==> src/rtl/mac_accumulator.sv <==
// Accumulate stage of the 8x8 MAC datapath: sums a burst of unsigned
// products into a saturating accumulator and presents the result on valid/ready.
module mac_accumulator #(
    parameter int PROD_W = 16,
    parameter int ACC_W  = 24,
    parameter int CNT_W  = 8
) (
    input  logic              clk,
    input  logic              rst_n,
    input  logic              clr,
    input  logic              in_valid,
    output logic              in_ready,
    input  logic [PROD_W-1:0] in_product,
    input  logic              in_last,
    output logic              out_valid,
    input  logic              out_ready,
    output logic [ACC_W-1:0]  out_acc,
    output logic [CNT_W-1:0]  out_count,
    output logic              out_ovf
);

    typedef enum logic [1:0] {
        IDLE = 2'd0,
        ACC  = 2'd1,
        DONE = 2'd2
    } state_t;

    state_t             r_state;
    state_t             w_state_nxt;

    logic [ACC_W-1:0]   r_acc;
    logic [CNT_W-1:0]   r_count;
    logic               r_ovf;

    logic [ACC_W-1:0]   r_out_acc;
    logic [CNT_W-1:0]   r_out_count;
    logic               r_out_ovf;
    logic               r_out_valid;

    logic               w_ready;
    logic               w_accept;
    logic               w_take;
    logic [ACC_W:0]     w_prod_ext;
    logic [ACC_W:0]     w_sum;
    logic [CNT_W-1:0]   w_cnt_inc;
    logic [ACC_W-1:0]   w_acc_nxt;
    logic [CNT_W-1:0]   w_cnt_nxt;
    logic               w_ovf_nxt;

    assign w_ready    = (r_state != DONE) && !clr;
    assign w_accept   = in_valid && w_ready;
    assign w_take     = r_out_valid && out_ready;

    assign w_prod_ext = {{(ACC_W + 1 - PROD_W){1'b0}}, in_product};
    assign w_sum      = {1'b0, r_acc} + w_prod_ext;
    assign w_cnt_inc  = (r_count == {CNT_W{1'b1}}) ? r_count
                                                   : r_count + CNT_W'(1);

    // Post-beat values; only committed when a beat is accepted.
    always_comb begin
        w_acc_nxt = r_acc;
        w_cnt_nxt = r_count;
        w_ovf_nxt = r_ovf;
        if (r_state == IDLE) begin
            w_acc_nxt = w_prod_ext[ACC_W-1:0];
            w_cnt_nxt = CNT_W'(1);
            w_ovf_nxt = 1'b0;
        end else begin
            w_cnt_nxt = w_cnt_inc;
            if (r_ovf || w_sum[ACC_W]) begin
                w_acc_nxt = {ACC_W{1'b1}};
                w_ovf_nxt = 1'b1;
            end else begin
                w_acc_nxt = w_sum[ACC_W-1:0];
            end
        end
    end

    always_comb begin
        w_state_nxt = r_state;
        unique case (r_state)
            IDLE: begin
                if (w_accept) begin
                    w_state_nxt = in_last ? DONE : ACC;
                end
            end
            ACC: begin
                if (w_accept && in_last) begin
                    w_state_nxt = DONE;
                end
            end
            DONE: begin
                if (w_take) begin
                    w_state_nxt = IDLE;
                end
            end
            default: w_state_nxt = IDLE;
        endcase
        if (clr) begin
            w_state_nxt = IDLE;
        end
    end

    always_ff @(posedge clk or negedge rst_n) begin
        if (!rst_n) begin
            r_state <= IDLE;
        end else begin
            r_state <= w_state_nxt;
        end
    end

    always_ff @(posedge clk or negedge rst_n) begin
        if (!rst_n) begin
            r_acc   <= '0;
            r_count <= '0;
            r_ovf   <= 1'b0;
        end else if (clr) begin
            r_acc   <= '0;
            r_count <= '0;
            r_ovf   <= 1'b0;
        end else if (w_accept) begin
            r_acc   <= w_acc_nxt;
            r_count <= w_cnt_nxt;
            r_ovf   <= w_ovf_nxt;
        end
    end

    always_ff @(posedge clk or negedge rst_n) begin
        if (!rst_n) begin
            r_out_acc   <= '0;
            r_out_count <= '0;
            r_out_ovf   <= 1'b0;
            r_out_valid <= 1'b0;
        end else if (clr) begin
            r_out_acc   <= '0;
            r_out_count <= '0;
            r_out_ovf   <= 1'b0;
            r_out_valid <= 1'b0;
        end else if (w_accept && in_last) begin
            r_out_acc   <= w_acc_nxt;
            r_out_count <= w_cnt_nxt;
            r_out_ovf   <= w_ovf_nxt;
            r_out_valid <= 1'b1;
        end else if (w_take) begin
            r_out_valid <= 1'b0;
        end
    end

    assign in_ready  = w_ready;
    assign out_valid = r_out_valid;
    assign out_acc   = r_out_acc;
    assign out_count = r_out_count;
    assign out_ovf   = r_out_ovf;

endmodule

==> config.mk <==
export PLATFORM = sky130hd
export DESIGN_NAME = mac_accumulator
export DESIGN_NICKNAME = d
export VERILOG_FILES = /design/src/rtl/mac_accumulator.sv
export SDC_FILE = /design/constraint.sdc
export NUM_CORES = 1
export LEC_CHECK = 0
export BUFFER_PORTS_ARGS = -buffer_cell sky130_fd_sc_hd__buf_2
export CAP_MARGIN = 30
export CELL_PAD_IN_SITES_DETAIL_PLACEMENT = 2
export CELL_PAD_IN_SITES_GLOBAL_PLACEMENT = 2
export CORE_AREA = 4 4 141 102
export DETAILED_ROUTE_END_ITERATION = 6
export DIE_AREA = 0 0 145 106
export HOLD_SLACK_MARGIN = 0.15
export PLACE_DENSITY_LB_ADDON = 0.3
export SYNTH_ARGS = -nofsm -noshare
export SYNTH_HDL_FRONTEND = slang
export SYNTH_SLANG_ARGS = --single-unit
==> constraint.sdc <==
create_clock -name clk -period 2.42 [get_ports clk]
set_input_delay 0.605 -clock clk [delete_from_list [all_inputs] [get_ports clk]]
set_output_delay 0.605 -clock clk [all_outputs]
set_load 0.01 [all_outputs]
# After elaboration in Yosys (flattened, before gate mapping)

Cells that the tools add are included.

Bits of input ports: 22
Register bits: 69
Logic and storage cells: 55
Output and inout port bits: 35

$add $sub $neg: 2
Equality and inequality tests: 7
Reductions and logical operators: 11
Muxes and demuxes: 27

Operators by type and width:

| cell                  | number |
|---|---|
| $mux W24              | 6 |
| $mux W8               | 6 |
| $add A24 B16 Y25      | 1 |
| $mux W2               | 5 |
| $mux W1               | 9 |
| $ne A3 B3 Y1 const B  | 3 |
| $add A8 B1 Y8 const B | 1 |
| $eq A8 B8 Y1 const B  | 1 |
| $pmux W2 S3           | 1 |
| $logic_and A1 B1 Y1   | 4 |
| $reduce_bool A2 Y1    | 2 |
| $reduce_and A3 Y1     | 1 |
| $reduce_bool A3 Y1    | 1 |
| $eq A2 B1 Y1 const B  | 1 |
| $eq A2 B2 Y1 const B  | 1 |
| $logic_not A2 Y1      | 1 |
| $ne A2 B2 Y1 const B  | 1 |
| $logic_not A1 Y1      | 1 |
| $logic_or A1 B1 Y1    | 1 |

# Depth between registers and ports, before layout

Gate-level depths: netlist of the first run.

Depth in word-level cells: 7
Mapped depth: 11

# Worst setup path before layout of the first run

Ideal clock, no wire load.

Path type: input -> register
From: in in_product[0]
To: reg r_out_acc[10], in the netlist out_acc[10]
Setup slack: -283 ps
Arrival: 2578 ps
Stages on the path: 10
Setup time: 125 ps
Cells stage by stage: ha_1 -> fa_1 -> a211oi_2 -> o21ai_2 -> o211ai_1 -> a21o_2 -> and2_4 -> buf_6 -> a211oi_2 -> mux2_2

Cells in the longest elaborated chain, start to end: 6

Ends and longest elaborated chain:

| what                   | line | RTL |
|---|---|---|
| start: declaration     | 13   | `input logic [PROD_W-1:0] in_product,` |
| $add A24 B16 Y25 *     | 55   | `assign w_sum = {1'b0, r_acc} + w_prod_ext;` |
| $logic_or A1 B1 Y1     | 70   | `if (r_ovf \|\| w_sum[ACC_W]) begin` |
| $mux W24 *             | 70   |  |
| $mux W24 *             | 64   | `if (r_state == IDLE) begin` |
| $mux W24 *             | 139  | `end else if (w_accept && in_last) begin` |
| $mux W24 *             | 134  | `end else if (clr) begin` |
| end signal: assignment | 140  | `r_out_acc <= w_acc_nxt;` |
| end: declaration       | 35   | `logic [ACC_W-1:0] r_out_acc;` |

Mark *: on every way between the ends. The rest lies on a longest branch, timed or not. The select of a mux whose other input is x is not followed.
A chain may end at the register's enable or synchronous reset.

# Worst setup path after layout of the first run

From: reg r_acc[0]
To: reg r_out_acc[6], in the netlist out_acc[6]

Cells in the longest elaborated chain, start to end: 6

Ends and longest elaborated chain:

| what                     | line | RTL |
|---|---|---|
| start: declaration       | 31   | `logic [ACC_W-1:0] r_acc;` |
| start signal: assignment | 122  | `r_acc <= w_acc_nxt;` |
| $add A24 B16 Y25 *       | 55   |  |
| $logic_or A1 B1 Y1       | 70   |  |
| $mux W24 *               | 70   |  |
| $mux W24 *               | 64   |  |
| $mux W24 *               | 139  |  |
| $mux W24 *               | 134  |  |

Marked as above.

==> results of run 1 <==
[timing repair]
item	CTS	global route
setup buffers	4	12
pin swaps	17	18
hold endpoints to repair	0	0
endpoints found under the setup margin	50	50
cloned	1	0
gates resized for setup	45	42
[cell usage in the layout, fill, tap and decap left out, types with 7 or more instances in the layout]
master and instances:
dfrtp_1 69, buf_4 66, buf_2 56, nand2_1 43, o21ai_0 28, a21oi_1 23
nor2_1 23, a21o_1 21, xnor2_1 14, nand3_1 13, a21oi_2 13, ha_1 13
a22o_1 12, and3_1 9, clkbuf_16 9, o21ai_1 8, a211oi_2 7, xor2_1 7
buf_6 7
[metrics by stage]
| stage | setup slack (ps) | std cells | utilization [%] | instance area, um^2 |
|---|---|---|---|---|
| 3_5_place_dp | -573.5 | 698 | 38.54 | 5012 |
| 4_1_cts | -199.3 | 718 | 42.93 | 5584 |
| 2_1_floorplan | -170.1 | 435 | - | 4151 |
| 5_1_grt | -404.5 | 730 | 44.96 | 5848 |
| 3_3_place_gp | -400.9 | 698 | 38.54 | 5012 |
| 6_report | -245.5 | 730 | 44.96 | 5848 |
[final cells by class]
cell class / count / area [um^2]
multi-input cells: 342 / 2659
inverters: 4 / 15.01
flip-flops and latches: 69 / 1727
diodes: 1 / 2.502
fillers: 1380 / 7158
clock inverters: 6 / 87.58
clock buffers: 9 / 225.2
repair buffers: 133 / 924.6
well taps: 166 / 207.7
[final timing paths]
kind                            cells after the start  slack, ps    startpoint      endpoint
min in group clk                                    1        470  out_count[5]  out_count[5]
max in group asynchronous                           2       1800         rst_n      r_acc[1]
worst max-delay path                               10       -250      r_acc[0]    out_acc[6]
worst max register to register                     10       -250      r_acc[0]    out_acc[6]
worst min register to register                      1        470  out_count[5]  out_count[5]
worst min-delay path                                2        270         rst_n     r_acc[13]
[power breakdown]
group	switching (mW)	internal (mW)	leakage [nW]
clock network	0.563	0.900	0.156
registers	0.0514	1.21	0.939
logic	0.598	0.428	1.74
total	1.21	2.54	2.83
[state kept, by name, indices dropped and copies added, names as in the netlist]
name	flops
r_acc	24
out_count	8
out_valid	1
out_ovf	1
r_count	8
out_acc	24
r_ovf	1
r_state	2
[cell usage after synthesis (6+ instances only)]
master,n,area [um^2]
o21ai_0,36,180.2
nor2_1,27,101.4
xnor2_1,15,131.4
dfrtp_1,69,1727
and3_1,12,75.07
xor2_1,7,61.31
a21o_1,21,157.7
o21a_1,6,45.04
clkbuf_1,12,45.04
ha_1,17,212.7
a21oi_1,36,180.2
a31oi_1,6,37.54
a22o_1,12,105.1
nand3_1,14,70.07
nand2_1,49,183.9
[logic make-up after synthesis]
kind of cell	count (synthesis)	synth area share, %
compound gates	163	27.32
simple gates	130	15.01
flops	69	42.18
mux	8	2.109
fa+ha+maj	18	5.685
xor+xnor	22	4.707
buf+inv	25	2.995
[layer usage]
metal | track usage, % | vias to the layer above
li1 | - | 1850
met1 | 28.82 | 2199
met2 | 39.19 | 113
met3 | 3.749 | 41
met4 | 5.220 | 0
met5 | 0 | -
==> reports/results.ini, run 1 <==
[sta]
slew-limit-headroom_pct=54.08
fin_crit_ps=2665
rsz0062_at_grt=yes
fin_ws_ps=-245.5
post-route-period-util_pct=110.1
worstMarginPinSlew_ps=688.8
clock_skew_ps=13.75
finalSetupTns_ps=-7781
finalSetupViolCount=50
maxSlewViolCount=0
finalHoldViolCount=0
hold_ws_ps=267.0
clock.fmax_ghz=0.3752

[clock_network]
cts_buffers=9
cts.sinks=69
cts_max_level=3
insertion_delay_ps=340
ctsHoldBuffers=0
tritoncts=yes
cts_buffer_depth=2
cts_root_buf=clkbuf_16
path_clk_slew_ps=60

[outcome]
outcome=finished, violations left
failed_checks=negative setup slack

[run]
cap_violations=0

[routing]
drt-vias-per-instance=5.758
antenna_left=0
drt-met1-wl_um=8477
wl_per_cell_um=26.81
drt-total-wl_um=19570
highest_layer=met4
met3_wirelength_um=948
via_count=4203
firstDrtPassIters=7
drc=0
dr_wl_met2_um=9450
drtIter0Drc=224

[setup_path]
critical_path.cell_chain=ha_4, fa_2, a211oi_2, o21ai_2, o211ai_1, a21o_2, buf_6, and2_4, a21oi_4, a22o_1
endpoint_kind=flip-flop
worst-path-buf-inv=1
cp_max_fo=5
start_kind=flip-flop
critPathTopFamily=compound AO/OA/AOI/OAI gates
crit_arrival_ps=2890
slowest_delay_ps=410
critical_path.slowest_cell=dfrtp_1
path_class=reg2reg
cp.required_ps=2640

[global_route]
grt-ovfl-total=0
antenna_found_initial=1
grt_usage_pct=22.27
grt_pass1_wl_um=26830
grt_start_max_net_pins=70
grt_pass1_vias=4528

[pwr]
p_per_area_nw_per_um2=641.7
finalPower_mw=3.753
ir_drop_mv=0.4218
p_leak_nw=2.835

[place]
dp_hpwl_um=11310
io_buffers=56
place.gp.congestion=0.8268

[synthesis]
ys_ff_latch=69
avgSynthCellArea_um2=9.411
syn-instance-count=435
syn_nets=475
synth_ff_type=dfrtp_1
synth_edf_count=0
async_flop_share_pct=100.0
synth_cell_type_count=60
yosysSeqAreaShare_pct=42.18
synth_area_um2=4094
synth_warnings=0

[floorplanning]
io-pin-count=57
coreArea_um2=13010
die_y_um=106
num_rows=35
dieArea_um2=15370
die_w_um=145
start_util_pct=31.48

[cells_and_area]
num-nets-final=599
syn2layout_area_growth_pct=42.85
drive_gt1_share_pct=40.67

[worst_hold_path]
hp-class=in2async

(Power assumes the default switching activity.)
==> run 2, diff against run 1 <==
--- a/config.mk
+++ b/config.mk
@@ -13,6 +13,7 @@
 export DETAILED_ROUTE_END_ITERATION = 6
 export DIE_AREA = 0 0 145 106
 export HOLD_SLACK_MARGIN = 0.15
+export MAX_ROUTING_LAYER = met4
 export PLACE_DENSITY_LB_ADDON = 0.3
 export SYNTH_ARGS = -nofsm -noshare
 export SYNTH_HDL_FRONTEND = slang
==> reports/results.ini, run 2 (synthesis gave the netlist of run 1 again) <==
[setup_path]
r2r_slack_ps=-210  ; was -250 ps
timing.rr.start=r_acc[0]  ; unchanged
slowest_delay_ps=370  ; was 410 ps
critical_path.slowest_cell=ha_1  ; was dfrtp_1
cp.required_ps=2640  ; about the same
cp_max_fo=4  ; was 5
start_kind=primary input  ; was flip-flop
critPathTopFamily=compound AO/OA/AOI/OAI gates  ; unchanged
path_class=in2reg  ; was reg2reg
cp-endpoint=out_acc[17]  ; was out_acc[6]
crit_cells=10  ; unchanged
crit_arrival_ps=2860  ; was 2890 ps
endpoint_kind=flip-flop  ; unchanged
critical_path.cell_chain=buf_2, ha_1, a21o_1, a211oi_2, a21boi_2, a21boi_4, o21ai_2, nand2_1, xnor2_1, a221o_1  ; was ha_4, fa_2, a211oi_2, o21ai_2, o211ai_1, a21o_2, buf_6, and2_4, a21oi_4, a22o_1
worst-path-buf-inv=1  ; unchanged
reg2reg_to=out_acc[12]  ; was out_acc[6]
worst-r2r-cell-count=10  ; unchanged
setup.worst_path.start=in_product[10]  ; was r_acc[0]

[pwr]
p_per_area_nw_per_um2=645.4  ; was 641.7 nW/um^2
p_leak_nw=2.807  ; was 2.835 nW
finalPower_mw=3.739  ; was 3.753 mW
ir_drop_mv=0.3549  ; was 0.4218 mV

[sta]
post-route-period-util_pct=109.1  ; was 110.1%
hold_ws_ps=280.0  ; was 267.0 ps
fin_crit_ps=2640  ; was 2665 ps
clock_skew_ps=7.412  ; was 13.75 ps
finalHoldViolCount=0  ; unchanged
maxSlewViolCount=0  ; unchanged
worstMarginPinSlew_ps=684.7  ; was 688.8 ps
finalSetupViolCount=49  ; was 50
fin_ws_ps=-219.9  ; was -245.5 ps
rsz0062_at_grt=yes  ; unchanged
slew-limit-headroom_pct=54.35  ; was 54.08%
clock.fmax_ghz=0.3788  ; was 0.3752 GHz

[cells_and_area]
diodes=0  ; was 1
syn2layout_area_growth_pct=41.50  ; was 42.85%
drive_gt1_share_pct=40.04  ; was 40.67%
final_cell_mix=69 x dfrtp_1, 65 x buf_4, 56 x buf_2  ; was 69 x dfrtp_1, 66 x buf_4, 56 x buf_2
num-nets-final=593  ; was 599
layout_commonest_cell=dfrtp_1  ; unchanged

[clock_network]
tritoncts=yes  ; unchanged
cts_buffer_depth=2  ; unchanged
insertion_delay_ps=340  ; about the same
path_clk_slew_ps=60  ; about the same
cts_buffers=9  ; unchanged
cts.sinks=69  ; unchanged
cts_max_level=3  ; unchanged
cts_root_buf=clkbuf_16  ; unchanged
ctsHoldBuffers=0  ; unchanged

[global_route]
antenna_found_initial=0  ; was 1
grt_pass1_wl_um=26840  ; was 26,830 um
grt-ovfl-total=0  ; unchanged
grt_start_max_net_pins=70  ; unchanged
grt_pass1_vias=4512  ; was 4,528
grt_usage_pct=22.94  ; was 22.27%

[place]
pre_cts_slack_ps=-573.5  ; unchanged
io_buffers=56  ; unchanged
place.gp.congestion=0.8394  ; was 0.8268
dp_hpwl_um=11310  ; unchanged

[floorplanning]
coreArea_um2=13010  ; unchanged
die_y_um=106  ; unchanged
dieArea_um2=15370  ; unchanged
num_rows=35  ; unchanged
io-pin-count=57  ; unchanged
die_w_um=145  ; unchanged
start_util_pct=31.48  ; unchanged

[routing]
drc=0  ; unchanged
drt-vias-per-instance=5.656  ; was 5.758
via_count=4089  ; was 4,203
wl_per_cell_um=24.86  ; was 26.81 um
drt-total-wl_um=17980  ; was 19,570 um
antenna_left=0  ; unchanged
firstDrtPassIters=4  ; was 7
drtIter0Drc=230  ; was 224

[run]
cap_violations=0  ; unchanged

[outcome]
failed_checks=negative setup slack  ; unchanged
outcome=finished, violations left  ; unchanged

[worst_hold_path]
hp-class=in2async  ; unchanged

==> run 2: cell types whose count changed in the layout (fill, tap and decap cells not counted), moves of 2 or more <==
| cell | delta |
|---|---|
| a21oi_4 | +2 |
| o21ai_2 | +2 |
| a21oi_2 | -5 |
| buf_8 | -2 |
| buf_6 | -3 |
| a21oi_1 | +3 |
==> run 2: worst min-delay path by stage <==
stage / start / endpoint / cells after the start
floorplan: rst_n / out_acc[0] / 0
global placement: out_acc[22] / out_acc[22] / 1
detailed placement: out_count[5] / out_count[5] / 1
CTS: rst_n / r_acc[6] / 2
global route: rst_n / out_acc[22] / 2
finish: rst_n / r_acc[14] / 2
==> run 2: stage by stage <==
stage          cells  cell area [um^2]  setup TNS (ps)  utilization, %
2_1_floorplan    435              4151           -3932               -
3_3_place_gp     698              5012          -16260           38.54
3_5_place_dp     698              5012          -22790           38.54
4_1_cts          718              5584           -6628           42.93
5_1_grt          723              5793          -10050           44.54
6_report         723              5793           -5646           44.54
==> run 2: cell type report <==
cell class	instances	area, um^2
fillers	1374	7213
multi-input cells	342	2678
flip-flops and latches	69	1727
repair buffers	127	853.3
clock buffers	9	225.2
well taps	166	207.7
clock inverters	6	87.58
inverters	4	15.01
==> run 2: worst register-to-register path: stages, from the launching register on <==
cell and delay [ps]:
dfrtp_1 410, ha_4 180, fa_2 370, a211oi_2 230
o21ai_2 130, o21ai_1 180, a21oi_1 140, a21boi_0 330
xnor2_1 180, o221ai_2 120, o21ai_0 250
==> run 2: power breakdown <==
part / total, mW / leakage (nW) / switching (mW) / internal, mW
clock: 1.45 / 0.156 / 0.548 / 0.899
combinational: 1.03 / 1.71 / 0.592 / 0.436
sequential: 1.26 / 0.939 / 0.0509 / 1.21
total: 3.74 / 2.81 / 1.19 / 2.55
==> run 2: routing by layer <==
layer	wire [um]	global-route usage [%]	share of wire, %	up-vias
li1	-	-	-	1835
met1	7914	29.08	44	2140
met2	9021	39.02	50	87
met3	712	3.707	4.0	27
met4	329	5.220	1.8	0
met5	0	-	0	-
==> run 2: what timing repair did <==
| item | CTS | global route |
|---|---|---|
| hold endpoints to repair | 0 | 0 |
| cloned | 1 | 0 |
| setup buffers | 4 | 5 |
| gates resized for setup | 45 | 37 |
| pin swaps | 17 | 18 |
| endpoints found under the setup margin | 50 | 50 |
==> run 3, diff against run 2 <==
--- a/config.mk
+++ b/config.mk
@@ -5,13 +5,15 @@
 export SDC_FILE = /design/constraint.sdc
 export NUM_CORES = 1
 export LEC_CHECK = 0
+export ABC_AREA = 1
 export BUFFER_PORTS_ARGS = -buffer_cell sky130_fd_sc_hd__buf_2
 export CAP_MARGIN = 30
 export CELL_PAD_IN_SITES_DETAIL_PLACEMENT = 2
 export CELL_PAD_IN_SITES_GLOBAL_PLACEMENT = 2
-export CORE_AREA = 4 4 141 102
+export CORE_AREA = 4 4 156 113
+export CTS_BUF_LIST = sky130_fd_sc_hd__clkbuf_2
 export DETAILED_ROUTE_END_ITERATION = 6
-export DIE_AREA = 0 0 145 106
+export DIE_AREA = 0 0 160 117
 export HOLD_SLACK_MARGIN = 0.15
 export MAX_ROUTING_LAYER = met4
 export PLACE_DENSITY_LB_ADDON = 0.3
==> constraint.sdc (replaced) <==
create_clock -name clk -period 2.42 [get_ports clk]
set_input_delay 0.605 -clock clk [delete_from_list [all_inputs] [get_ports clk]]
set_output_delay 0.605 -clock clk [all_outputs]
set_load 0.1 [all_outputs]
==> reports/results.ini, run 3 <==
[setup_path]
cp.required_ps=1810  ; was 2640 ps
crit_arrival_ps=1670  ; was 2860 ps
endpoint_kind=primary output  ; was flip-flop
critical_path.cell_chain=inv_1, nor2_1, nor2_2, buf_2  ; was buf_2, ha_1, a21o_1, a211oi_2, a21boi_2, a21boi_4, o21ai_2, nand2_1, xnor2_1, a221o_1
path_class=reg2out  ; was in2reg
slowest_delay_ps=440  ; was 370 ps
start_kind=flip-flop  ; was primary input
critical_path.slowest_cell=dfrtp_1  ; was ha_1
cp_max_fo=3  ; was 4
worst-r2r-cell-count=14  ; was 10

[sta]
fin_crit_ps=2280  ; was 2640 ps
fin_ws_ps=140.4  ; was -219.9 ps
clock_skew_ps=53.34  ; was 7.412 ps
post-route-period-util_pct=94.20  ; was 109.1%
maxSlewViolCount=0  ; unchanged
finalSetupViolCount=0  ; was 49
slew-limit-headroom_pct=44.21  ; was 54.35%
finalSetupTns_ps=0  ; was -5646 ps
clock.fmax_ghz=0.4387  ; was 0.3788 GHz
worstMarginPinSlew_ps=835.9  ; was 684.7 ps
rsz0062_at_grt=no  ; was yes
finalHoldViolCount=0  ; unchanged

[pwr]
pwr-share-comb_pct=58.0  ; was 27.5%
ir_drop_mv=0.5820  ; was 0.3549 mV
p_per_area_nw_per_um2=942.0  ; was 645.4 nW/um^2
p_switching_mw=2.858  ; was 1.191 mW
p_leak_nw=3.300  ; was 2.807 nW
power_frac_clock_pct=14.9  ; was 38.7%
switching_share_pct=52.57  ; was 31.85%
finalPower_mw=5.437  ; was 3.739 mW
p_int_mw=2.579  ; was 2.548 mW
p_seq_share_pct=27.2  ; was 33.8%

[routing]
drt-vias-per-instance=4.954  ; was 5.656
drt-total-wl_um=18720  ; was 17,980 um
via_count=5023  ; was 4,089
drc=0  ; unchanged
firstDrtPassIters=4  ; unchanged
wl_per_cell_um=18.46  ; was 24.86 um
drtIter0Drc=311  ; was 230
antenna_left=0  ; unchanged

[place]
place.gp.congestion=0.8398  ; was 0.8394
dp_hpwl_um=15030  ; was 11,310 um
pre_cts_slack_ps=-220.8  ; was -573.5 ps
place_area_um2=5618  ; was 5012 um^2
dpl.cell_count=997  ; was 698
io_buffers=56  ; unchanged

[clock_network]
cts_max_level=3  ; unchanged
cts.sinks=69  ; unchanged
path_clk_slew_ps=190  ; was 60 ps
cts_buffer_depth=2  ; unchanged
cts_root_buf=clkbuf_2  ; was clkbuf_16
tritoncts=yes  ; unchanged
cts_buffers=9  ; unchanged
insertion_delay_ps=600  ; was 340 ps

[synthesis]
synth_warnings=0  ; unchanged
yosysTopAreaCell=dfrtp_1  ; unchanged
synth_area_um2=4747  ; was 4094 um^2
yosysTopAreaCellShare_pct=36.37  ; was 42.18%
synth.most_common_cell=nand2_1  ; was dfrtp_1
async_flop_share_pct=100.0  ; unchanged
synth_edf_count=0  ; unchanged
ys_ff_latch=69  ; unchanged
synthTopCellsByCount=265 x nand2_1, 82 x nand3_1, 80 x inv_1  ; was 69 x dfrtp_1, 49 x nand2_1, 36 x a21oi_1, 36 x o21ai_0, 27 x nor2_1
synth_ff_type=dfrtp_1  ; unchanged
syn_nets=744  ; was 475
syn-instance-count=704  ; was 435
synth_area_leaders=dfrtp_1 36%, nand2_1 21%, nand3_1 8.6%, inv_1 6.3%, nor2_1 5.5%  ; was dfrtp_1 42%, ha_1 5.2%, nand2_1 4.5%, a21oi_1 4.4%, o21ai_0 4.4%
synth_cell_type_count=30  ; was 60
yosysSeqAreaShare_pct=36.37  ; was 42.18%
avgSynthCellArea_um2=6.743  ; was 9.411 um^2

[cells_and_area]
diodes=0  ; unchanged
drive_gt1_share_pct=19.65  ; was 40.04%
syn2layout_area_growth_pct=21.59  ; was 41.50%
num-nets-final=845  ; was 593
stdcell_area_um2=5772  ; was 5793 um^2
final_cell_mix=264 x nand2_1, 81 x nand3_1, 80 x inv_1  ; was 69 x dfrtp_1, 65 x buf_4, 56 x buf_2
layout.cells.non_filler=1014  ; was 723
layout_commonest_cell=nand2_1  ; was dfrtp_1

[global_route]
grt_pass1_wl_um=30850  ; was 26,840 um
grt_start_max_net_pins=39  ; was 70
grt_pass1_vias=5676  ; was 4,512
grt_usage_pct=21.52  ; was 22.94%
antenna_found_initial=0  ; unchanged
grt-ovfl-total=0  ; unchanged

[floorplanning]
start_util_pct=29.48  ; was 31.48%
die_w_um=160  ; was 145 um
coreArea_um2=16100  ; was 13,010 um^2
num_rows=39  ; was 35
io-pin-count=57  ; unchanged
dieArea_um2=18720  ; was 15,370 um^2
die_y_um=117  ; was 106 um

[run]
cap_violations=0  ; unchanged

[worst_hold_path]
hp-class=in2reg  ; was in2async
hold_depth=4

[outcome]
outcome=finished clean  ; was finished, violations left

[run 3: cell types whose count changed in the layout (fill, tap and decap cells not counted), sizes merged, moves of 13 or more]
cell	delta
nand3	+68
nor2	+49
buf	-19
inv	+77
nand2	+236
a21oi	-27
a21o	-22
and3	-13
[run 3: logic make-up (layout without fill, tap and decap cells)]
| logic type | after synthesis | after routing | synth area share (%) |
|---|---|---|---|
| AOI/OAI and AO/OA | 45 | 45 | 5.192 |
| xor gates and xnor gates | 12 | 12 | 2.214 |
| buffers and inverters | 101 | 206 | 8.725 |
| and+or+nand+nor | 459 | 459 | 42.59 |
| DFF | 69 | 69 | 36.37 |
| adders and majority gates | 18 | 18 | 4.902 |
[run 3: critical path, delay by kind of cell, from the launching register on]
family	cells	cell delay [ps]
buffers and inverters	2	510
AND/OR/NAND/NOR	2	180
flip-flops	1	440
[run 3: cell type report]
class                           count  area (um^2)
Fill cell                        1981        10330
Sequential cell                    69         1727
Timing Repair Buffer              109        733.2
Clock inverter                      5        76.32
Multi-Input combinational cell    534         2621
Inverter                           82        307.8
Clock buffer                       10        50.05
Tap cell                          205        256.5
[run 3: final timing paths]
kind	startpoint	endpoint	slack, ps
worst max-delay path	r_state[1]	in_ready	140
worst min-delay path	out_ready	out_valid	360
worst max register to register	r_acc[0]	out_acc[14]	190
worst min register to register	out_acc[18]	out_acc[18]	510
max in group asynchronous	rst_n	out_acc[1]	1330
min in group asynchronous	rst_n	r_acc[17]	470
[run 3: metrics by stage]
stage          hold slack, ps  util (%)
2_1_floorplan           309.4         -
3_3_place_gp            460.3     34.89
3_5_place_dp            464.8     34.89
4_1_cts                 307.5     35.73
5_1_grt                 332.3     35.84
6_report                358.6     35.84
[run 3: repair_timing]
| item | 4_1_cts | 5_1_grt |
|---|---|---|
| endpoints found under the hold margin | 31 | 0 |
| hold buffers | 1 | 0 |
| resized for setup | 0 | 3 |
| setup buffers | 0 | 1 |
| endpoints found under the setup margin | 0 | 15 |
[run 3: power by group through the flow]
stage,sequential [mW],combinational (mW),clock (mW)
4_1_cts,1.48,3.18,0.839
3_3_place_gp,1.49,3.05,0
2_1_floorplan,2.15,1.44,0
6_report,1.48,3.15,0.809
3_5_place_dp,1.50,3.15,0
5_1_grt,1.51,3.45,0.889
[run 3: layer usage]
metal | part of all wire [%] | wire length (um) | GRT usage (%)
met5 | 0 | 0 | -
met4 | 1.1 | 214 | 4.355
met2 | 47 | 8814 | 35.74
met3 | 2.8 | 524 | 3.360
met1 | 49 | 9161 | 28.31
